**src/rtl/ikaopm_dac_rx.sv**
```systemverilog
// OPM serial sound-data receiver: frames the SO stream with SH1/SH2 and decodes
// each 13-bit floating-point word into a signed 16-bit PCM sample per channel.
module ikaopm_dac_rx #(
    parameter int unsigned FRAME_LEN     = 32,
    parameter bit          ZERO_EXP_HOLD = 1'b0
) (
    input  logic        i_EMUCLK,
    input  logic        i_MRST,
    input  logic        i_phi1_NCEN_n,
    input  logic        i_SO,
    input  logic        i_SH1,
    input  logic        i_SH2,
    input  logic        i_ERR_CLR,
    output logic [15:0] o_CH1_PCM,
    output logic [15:0] o_CH2_PCM,
    output logic        o_CH1_VLD,
    output logic        o_CH2_VLD,
    output logic        o_FMT_ERR,
    output logic        o_SYNC_ERR
);

    localparam logic [5:0] FRAME_LEN_C = 6'(FRAME_LEN);

    logic        bit_en;
    logic [1:0]  sh_in;
    logic [1:0]  fall;
    logic [15:0] window;
    logic        fmt_set;
    logic        sync_set;

    logic [15:0] w_q, w_d;
    logic [1:0]  sh_z_q, sh_z_d;
    logic [1:0]  first_q, first_d;
    logic [1:0]  pend_q, pend_d;
    logic [1:0]  vld_q, vld_d;
    logic [5:0]  cnt_q [2];
    logic [5:0]  cnt_d [2];
    logic [12:0] frm_q [2];
    logic [12:0] frm_d [2];
    logic [15:0] pcm_q [2];
    logic [15:0] pcm_d [2];
    logic        fmt_q, fmt_d;
    logic        sync_q, sync_d;

    assign bit_en = ~i_phi1_NCEN_n;
    assign sh_in  = {i_SH2, i_SH1};
    // The window includes the bit sampled on the same enable as the fall.
    assign window = {i_SO, w_q[15:1]};

    function automatic logic [15:0] decode(input logic [12:0] f, input logic [15:0] prev);
        logic [15:0] m;
        logic [2:0]  e;
        e = f[12:10];
        m = {{6{~f[9]}}, ~f[9], f[8:0]};
        if (e == 3'd0) begin
            decode = ZERO_EXP_HOLD ? prev : '0;
        end else begin
            decode = m << (e - 3'd1);
        end
    endfunction

    always_comb begin
        w_d      = w_q;
        sh_z_d   = sh_z_q;
        first_d  = first_q;
        pend_d   = '0;
        vld_d    = '0;
        cnt_d    = cnt_q;
        frm_d    = frm_q;
        pcm_d    = pcm_q;
        fall     = '0;
        fmt_set  = 1'b0;
        sync_set = 1'b0;

        if (bit_en) begin
            w_d = window;
        end

        for (int unsigned ch = 0; ch < 2; ch++) begin
            fall[ch]   = bit_en & sh_z_q[ch] & ~sh_in[ch];
            vld_d[ch]  = pend_q[ch];
            pend_d[ch] = fall[ch];

            if (pend_q[ch]) begin
                pcm_d[ch] = decode(frm_q[ch], pcm_q[ch]);
                if (frm_q[ch][12:10] == 3'd0) begin
                    fmt_set = 1'b1;
                end
            end

            if (bit_en) begin
                sh_z_d[ch] = sh_in[ch];
                if (fall[ch]) begin
                    // The fall enable is slot 1 of the following period.
                    frm_d[ch]   = window[12:0];
                    cnt_d[ch]   = 6'd1;
                    first_d[ch] = 1'b1;
                    if (first_q[ch] && (cnt_q[ch] != FRAME_LEN_C)) begin
                        sync_set = 1'b1;
                    end
                end else if (cnt_q[ch] != '1) begin
                    cnt_d[ch] = cnt_q[ch] + 6'd1;
                end
            end
        end

        fmt_d  = (fmt_q & ~i_ERR_CLR) | fmt_set;
        sync_d = (sync_q & ~i_ERR_CLR) | sync_set;
    end

    always_ff @(posedge i_EMUCLK) begin
        if (i_MRST) begin
            w_q     <= '0;
            sh_z_q  <= '0;
            first_q <= '0;
            pend_q  <= '0;
            vld_q   <= '0;
            cnt_q   <= '{default: '0};
            frm_q   <= '{default: '0};
            pcm_q   <= '{default: '0};
            fmt_q   <= 1'b0;
            sync_q  <= 1'b0;
        end else begin
            w_q     <= w_d;
            sh_z_q  <= sh_z_d;
            first_q <= first_d;
            pend_q  <= pend_d;
            vld_q   <= vld_d;
            cnt_q   <= cnt_d;
            frm_q   <= frm_d;
            pcm_q   <= pcm_d;
            fmt_q   <= fmt_d;
            sync_q  <= sync_d;
        end
    end

    assign o_CH1_PCM  = pcm_q[0];
    assign o_CH2_PCM  = pcm_q[1];
    assign o_CH1_VLD  = vld_q[0];
    assign o_CH2_VLD  = vld_q[1];
    assign o_FMT_ERR  = fmt_q;
    assign o_SYNC_ERR = sync_q;

endmodule

```
**config.mk**
```make
export PLATFORM = sky130hd
export DESIGN_NAME = ikaopm_dac_rx
export DESIGN_NICKNAME = d
export VERILOG_FILES = /design/src/rtl/ikaopm_dac_rx.sv
export SDC_FILE = /design/constraint.sdc
export NUM_CORES = 1
export LEC_CHECK = 0
export CAP_MARGIN = 20
export CORE_ASPECT_RATIO = 1.5
export CORE_UTILIZATION = 40
export CTS_CLUSTER_DIAMETER = 30
export DETAILED_ROUTE_END_ITERATION = 8
export PLACE_DENSITY = 0.67
export SLEW_MARGIN = 20
export SYNTH_ARGS = -nofsm -noshare
export SYNTH_HDL_FRONTEND = slang
export SYNTH_SLANG_ARGS = --single-unit
```
**constraint.sdc**
```tcl
create_clock -name i_EMUCLK -period 2.6 [get_ports i_EMUCLK]
set_input_delay 0.39 -clock i_EMUCLK [delete_from_list [all_inputs] [get_ports i_EMUCLK]]
set_output_delay 0.39 -clock i_EMUCLK [all_outputs]
set_load 0.05 [all_outputs]
```
After elaboration in Yosys (flattened, before gate mapping)
Index checks and enable logic that the tools add are counted.
{"block": "word_totals", "reg_bits": 96, "latch_bits": 0, "ramBits": 0, "rom_bits": 0, "inputBits": 7, "output_inout_bits": 36, "wordCells": 64, "n_memories": 0}
{"block": "op_classes", "add_sub_neg": 4, "mul": 0, "n_div": 0, "n_lt_le_gt_ge": 0, "eq_ne": 4, "shift": 2, "n_mux": 16, "n_bitwise": 14, "n_reduce_logical": 10}
{"op": "2-to-1 mux 16 bit", "n": 2}
{"op": "<< shifter 16 x 3 -> 16 bit", "n": 2}
{"op": "2-to-1 mux 6 bit", "n": 4}
{"op": "!= test 6 bit (second input constant)", "n": 4}
{"op": "adder 6 x 1 -> 6 bit (second input constant)", "n": 2}
{"op": "2-to-1 mux 1 bit", "n": 10}
{"op": "AND reduction 2 bit", "n": 4}
{"op": "bitwise AND 1 bit", "n": 6}
{"op": "zero test 3 bit", "n": 2}
{"op": "NOT 1 bit", "n": 6}
{"op": "subtractor 3 x 1 -> 3 bit (second input constant)", "n": 2}
{"op": "nonzero test 2 bit", "n": 2}
{"op": "logical AND 1 bit", "n": 2}
{"op": "bitwise OR 1 bit", "n": 2}

Depth between registers and ports, before layout
{"block": "depth", "depth_word": 9, "ltp_mapped": 9, "depth_no_buf": 6}

Least setup slack after synthesis
No wires, ideal clock.
{"block": "synth_path", "path_type": "register to register", "from": "register frm_q[10] in the netlist's numbering", "to": "register pcm_q, in the netlist o_CH2_PCM[11]", "setup_time_ns": 0.128, "arrival_ns": 1.940, "path_slack_ns": 0.532, "path_stages_with_launch": 10, "n_path_buf": 3, "path_cell_list": "dfxtp_1 -> buf_2 -> inv_2 -> ha_1 -> buf_2 -> buf_2 -> mux2i_1 -> mux2i_1 -> a222oi_1 -> nor2_1"}
{"block": "synth_via", "elab_chain_cells": 3, "word_cells_on_any_way": 4}
{"element": "from (decl)", "line": "38", "source": "logic [12:0] frm_q [2];"}
{"element": "from (signal assigned)", "line": "130", "source": "frm_q <= frm_d;"}
{"element": "subtractor 3 x 1 -> 3 bit", "line": "58", "source": "decode = m << (e - 3'd1);"}
{"element": "<< shifter 16 x 3 -> 16 bit", "line": "58"}
{"element": "2-to-1 mux 16 bit *", "line": "55", "source": "if (e == 3'd0) begin"}
{"element": "to (signal assigned)", "line": "131", "source": "pcm_q <= pcm_d;"}
{"element": "to (decl)", "line": "40", "source": "logic [15:0] pcm_q [2];"}
Mark *: on every way between the ends. The rest lies on a longest branch, timed or not.
A chain may end at the register's enable or synchronous reset.

Worst setup path in the final report
{"block": "layout_path", "from": "register frm_q[10] in the netlist's numbering", "to": "register pcm_q, in the netlist o_CH2_PCM[10]"}
The elaborated chain is that of the path after synthesis.

==> results.md <==
* Status: finished clean
* Clock sinks at 95
* Worst reg2reg path startpoint: frm_q[10]$_SDFFE_PP0P_
* Slew @ Worst Pin at 599.4 ps
* Detail Route Antenna Nets at 0
* Number of global-route vias before repair at 3313
* Mapped Cells at roughly 470
* Final setup violation count at 0
* Logic pwr share at 0.037
* GP Congestion at 0.9044
* CTS Hold Bufs at 0
* Warning count from the yosys run at 0
* Buffers on Ports at 42
* Syn avg cell area at 8.940 µm²
* TritonCTS buffer count at 9
* Share of layout cells above drive strength 1 at 0.07708
* CP Class: reg -> reg
* Die Wd at roughly 86 µm
* Sw Pwr at 0.5969 mW
* WP data arrival at 2520 ps
* Worst R2R Setup Slack at 300 ps
* First-pass GRT wire length at 15.39 mm
* Antenna cells at 0
* Vias per cell at about 5.6
* Main flop type after synthesis: dfxtp_1
* Maximum clock rate at 435.7 MHz
* Async set-reset flop share out of synthesis at 0
* Final period util at 0.8827
* H-tree levels at 3
* Top Ports at 43
* Largest net degree at the start of global routing at 63
* Fin nets at 518
* Worst hold path class: in -> reg
* Initial antenna violation count at 0
* Clock-pin slew on the worst setup and hold paths at 60 ps
* Number of distinct library cells after synthesis at 54
* Worst Hold Endpoint: o_CH2_PCM[11]$_SDFFE_PP0P_
* Std cell rows at 45
* Root Driver: clkbuf_16
* Clk pwr share at 0.447
* Full die area at roughly 11000 µm²
* Int Power at 2.263 mW
* Maximum vdd drop at approximately 0.33 mV
* DR iter-0 viols at roughly 280
* Syn Std Cell Area at 4184 µm²
* RSZ-0062 raised after global routing: no
* R2R Path End: o_CH2_PCM[10]$_SDFFE_PP0P_
* Post-synth EDFFs at 0
* Final Hold Fails at 0
* Switching power share of the total at 0.2087
* GRT Residual Overflow at 0
* # Post-CTS Setup Buffers at 0
* Slew headroom at 0.6004
* Post-layout min period at 2295 ps
* Synth Register Bits at between 90 and 100
* CTS resizes at 0
* Hold path depth at 2
* Leakage power at about 1.8 nW
* Mapped Nets at between 400 and 500
* Req. time, crit path at 2820 ps
* HPWL after DPL at 6.566 mm
* Worst r2r path cells at 6
* TritonCTS clock tree: yes
* Routed len/inst at 14.66 µm
* Fin Clk Skew at approximately 5.5 ps
* Total track usage at 0.1785
* Power density over cell area at 573.0 nW/µm²
* Area Overhead vs Synth at 19.29%
* Setup TNS at 0 ps
* Final WL at around 9.1 mm
* Reg power frac at 0.516
* Crit end category: flip-flop
* DRC at 0
* Final core utilization at 0.4925
* CP Max Fanout at 15
* Number of max-cap violations at 0
* Core area at 10130 µm²
* Hold Crit Start: i_MRST
* Die height at 127.3 µm
* Initial DRT Pass Iterations at 5
* Fin. max-slew vios at 0
* Nature of the critical path startpoint: flip-flop
* Worst skew pair latency at 340 ps
* Vias at about 3500
* Layout fillers at 950
* Seq/Total Area, Yosys at 0.4545
* Initial cell density of the core at 0.4128
* CTS Buffer Depth at 2
## sequential cells by signal (all words and copies together) (netlist names)
signal,cells
first_q,2
frm_q,26
o_SYNC_ERR,1
o_FMT_ERR,1
o_CH1_PCM,16
o_CH2_PCM,16
sh_z_q,2
vld_q,2
w_q,15
pend_q,2
cnt_q,12
## through the flow
step | instances | instance area [µm²] | setup WS (ps) | hold slack, ps | power (mW)
after detailed placement | 609 | 4705 | 318.6 | 452.8 | 1.614
after floorplan | 468 | 4184 | 532.0 | 436.3 | 1.582
after CTS | 623 | 4991 | 294.9 | 348.6 | 2.886
final | 623 | 4991 | 304.9 | 360.9 | 2.860
after global routing | 623 | 4991 | 136.4 | 366.7 | 2.976
after global placement | 609 | 4705 | 421.6 | 449.1 | 1.611
## logic make-up after synthesis
logic type                 Yosys count  share of synthesized area
and+or+nand+nor                    171                     0.1908
AOI/OAI and AO/OA                   97                     0.1552
DFF                                 95                     0.4545
muxes                               51                     0.1286
buffers and inverters               45                    0.04485
adders and majority gates            8                    0.02392
xor gates and xnor gates             1                   0.002094
## critical path: stages, from the launching register on
cell	delay, ps
dfxtp_1	570
inv_2	70
ha_1	650
mux2i_1	310
mux2i_1	140
and3b_1	180
a221o_1	250
## power groups by stage
stage	Sequential, mW	Combinational (mW)	Clock, mW
final	1.48	0.106	1.28
after global routing	1.48	0.118	1.38
after CTS	1.48	0.106	1.30
after detailed placement	1.51	0.106	0
after global placement	1.51	0.104	0
after floorplan	1.51	0.0742	0
## layout by cell type (no fill, tap or decap), types with 3 or more instances in the layout
cell / instances
and3b_1: 4
a221o_1: 5
nand2b_1: 3
a21oi_1: 40
and3_1: 3
nand2_1: 81
dfxtp_1: 95
nor2_1: 44
nor3_1: 4
buf_4: 12
ha_1: 8
a22oi_1: 12
clkdlybuf4s50_1: 41
clkbuf_16: 9
nand4_1: 4
nor4b_1: 3
o21ai_0: 5
inv_1: 12
a222oi_1: 7
a31oi_1: 9
nor2b_1: 6
mux2i_1: 47
nand3_1: 4
## synth_stat cells, types with 5 or more instances
library cell,number,area [µm²]
o21ai_0,5,25.02
nand2_1,81,304.0
a222oi_1,7,70.07
ha_1,8,100.1
inv_1,12,45.04
nor2_1,44,165.2
a22oi_1,12,90.09
buf_2,14,70.07
a21oi_1,40,200.2
a221o_1,5,50.05
a31oi_1,9,56.30
dfxtp_1,95,1902
nor2b_1,6,37.54
clkbuf_1,11,41.29
mux2i_1,47,470.5
## how the worst max path moves through the flow
stage	start	endpoint	cells past startpoint	slack (ps)
floorplan	frm_q[10]$_SDFFE_PP0P_	o_CH2_PCM[11]$_SDFFE_PP0P_	9	530
global placement	frm_q[10]$_SDFFE_PP0P_	o_CH2_PCM[8]$_SDFFE_PP0P_	6	420
detailed placement	frm_q[10]$_SDFFE_PP0P_	o_CH2_PCM[10]$_SDFFE_PP0P_	6	320
CTS	frm_q[10]$_SDFFE_PP0P_	o_CH2_PCM[10]$_SDFFE_PP0P_	6	290
global route	frm_q[10]$_SDFFE_PP0P_	o_CH2_PCM[11]$_SDFFE_PP0P_	6	140
finish	frm_q[10]$_SDFFE_PP0P_	o_CH2_PCM[10]$_SDFFE_PP0P_	6	300
## routing by layer
| metal | vias up | global-route usage | routed length [µm] |
|---|---|---|---|
| met4 | 0 | 0.08529 | 289 |
| li1 | 1722 | - | - |
| met3 | 20 | 0.04199 | 283 |
| met2 | 68 | 0.3191 | 4778 |
| met1 | 1653 | 0.1968 | 3779 |
| met5 | - | 0 | 0 |
## cell type report
| cell class | instances | area, µm² | share of cell area |
|---|---|---|---|
| well taps | 117 | 146.4 | 0.02933 |
| multi-input cells | 328 | 2095 | 0.4197 |
| clock buffers | 10 | 239.0 | 0.04788 |
| flip-flops and latches | 95 | 1902 | 0.3810 |
| repair buffers | 54 | 505.5 | 0.1013 |
| inverters | 15 | 56.30 | 0.01128 |
| clock inverters | 4 | 47.55 | 0.009526 |
(Power assumes the default switching activity.)
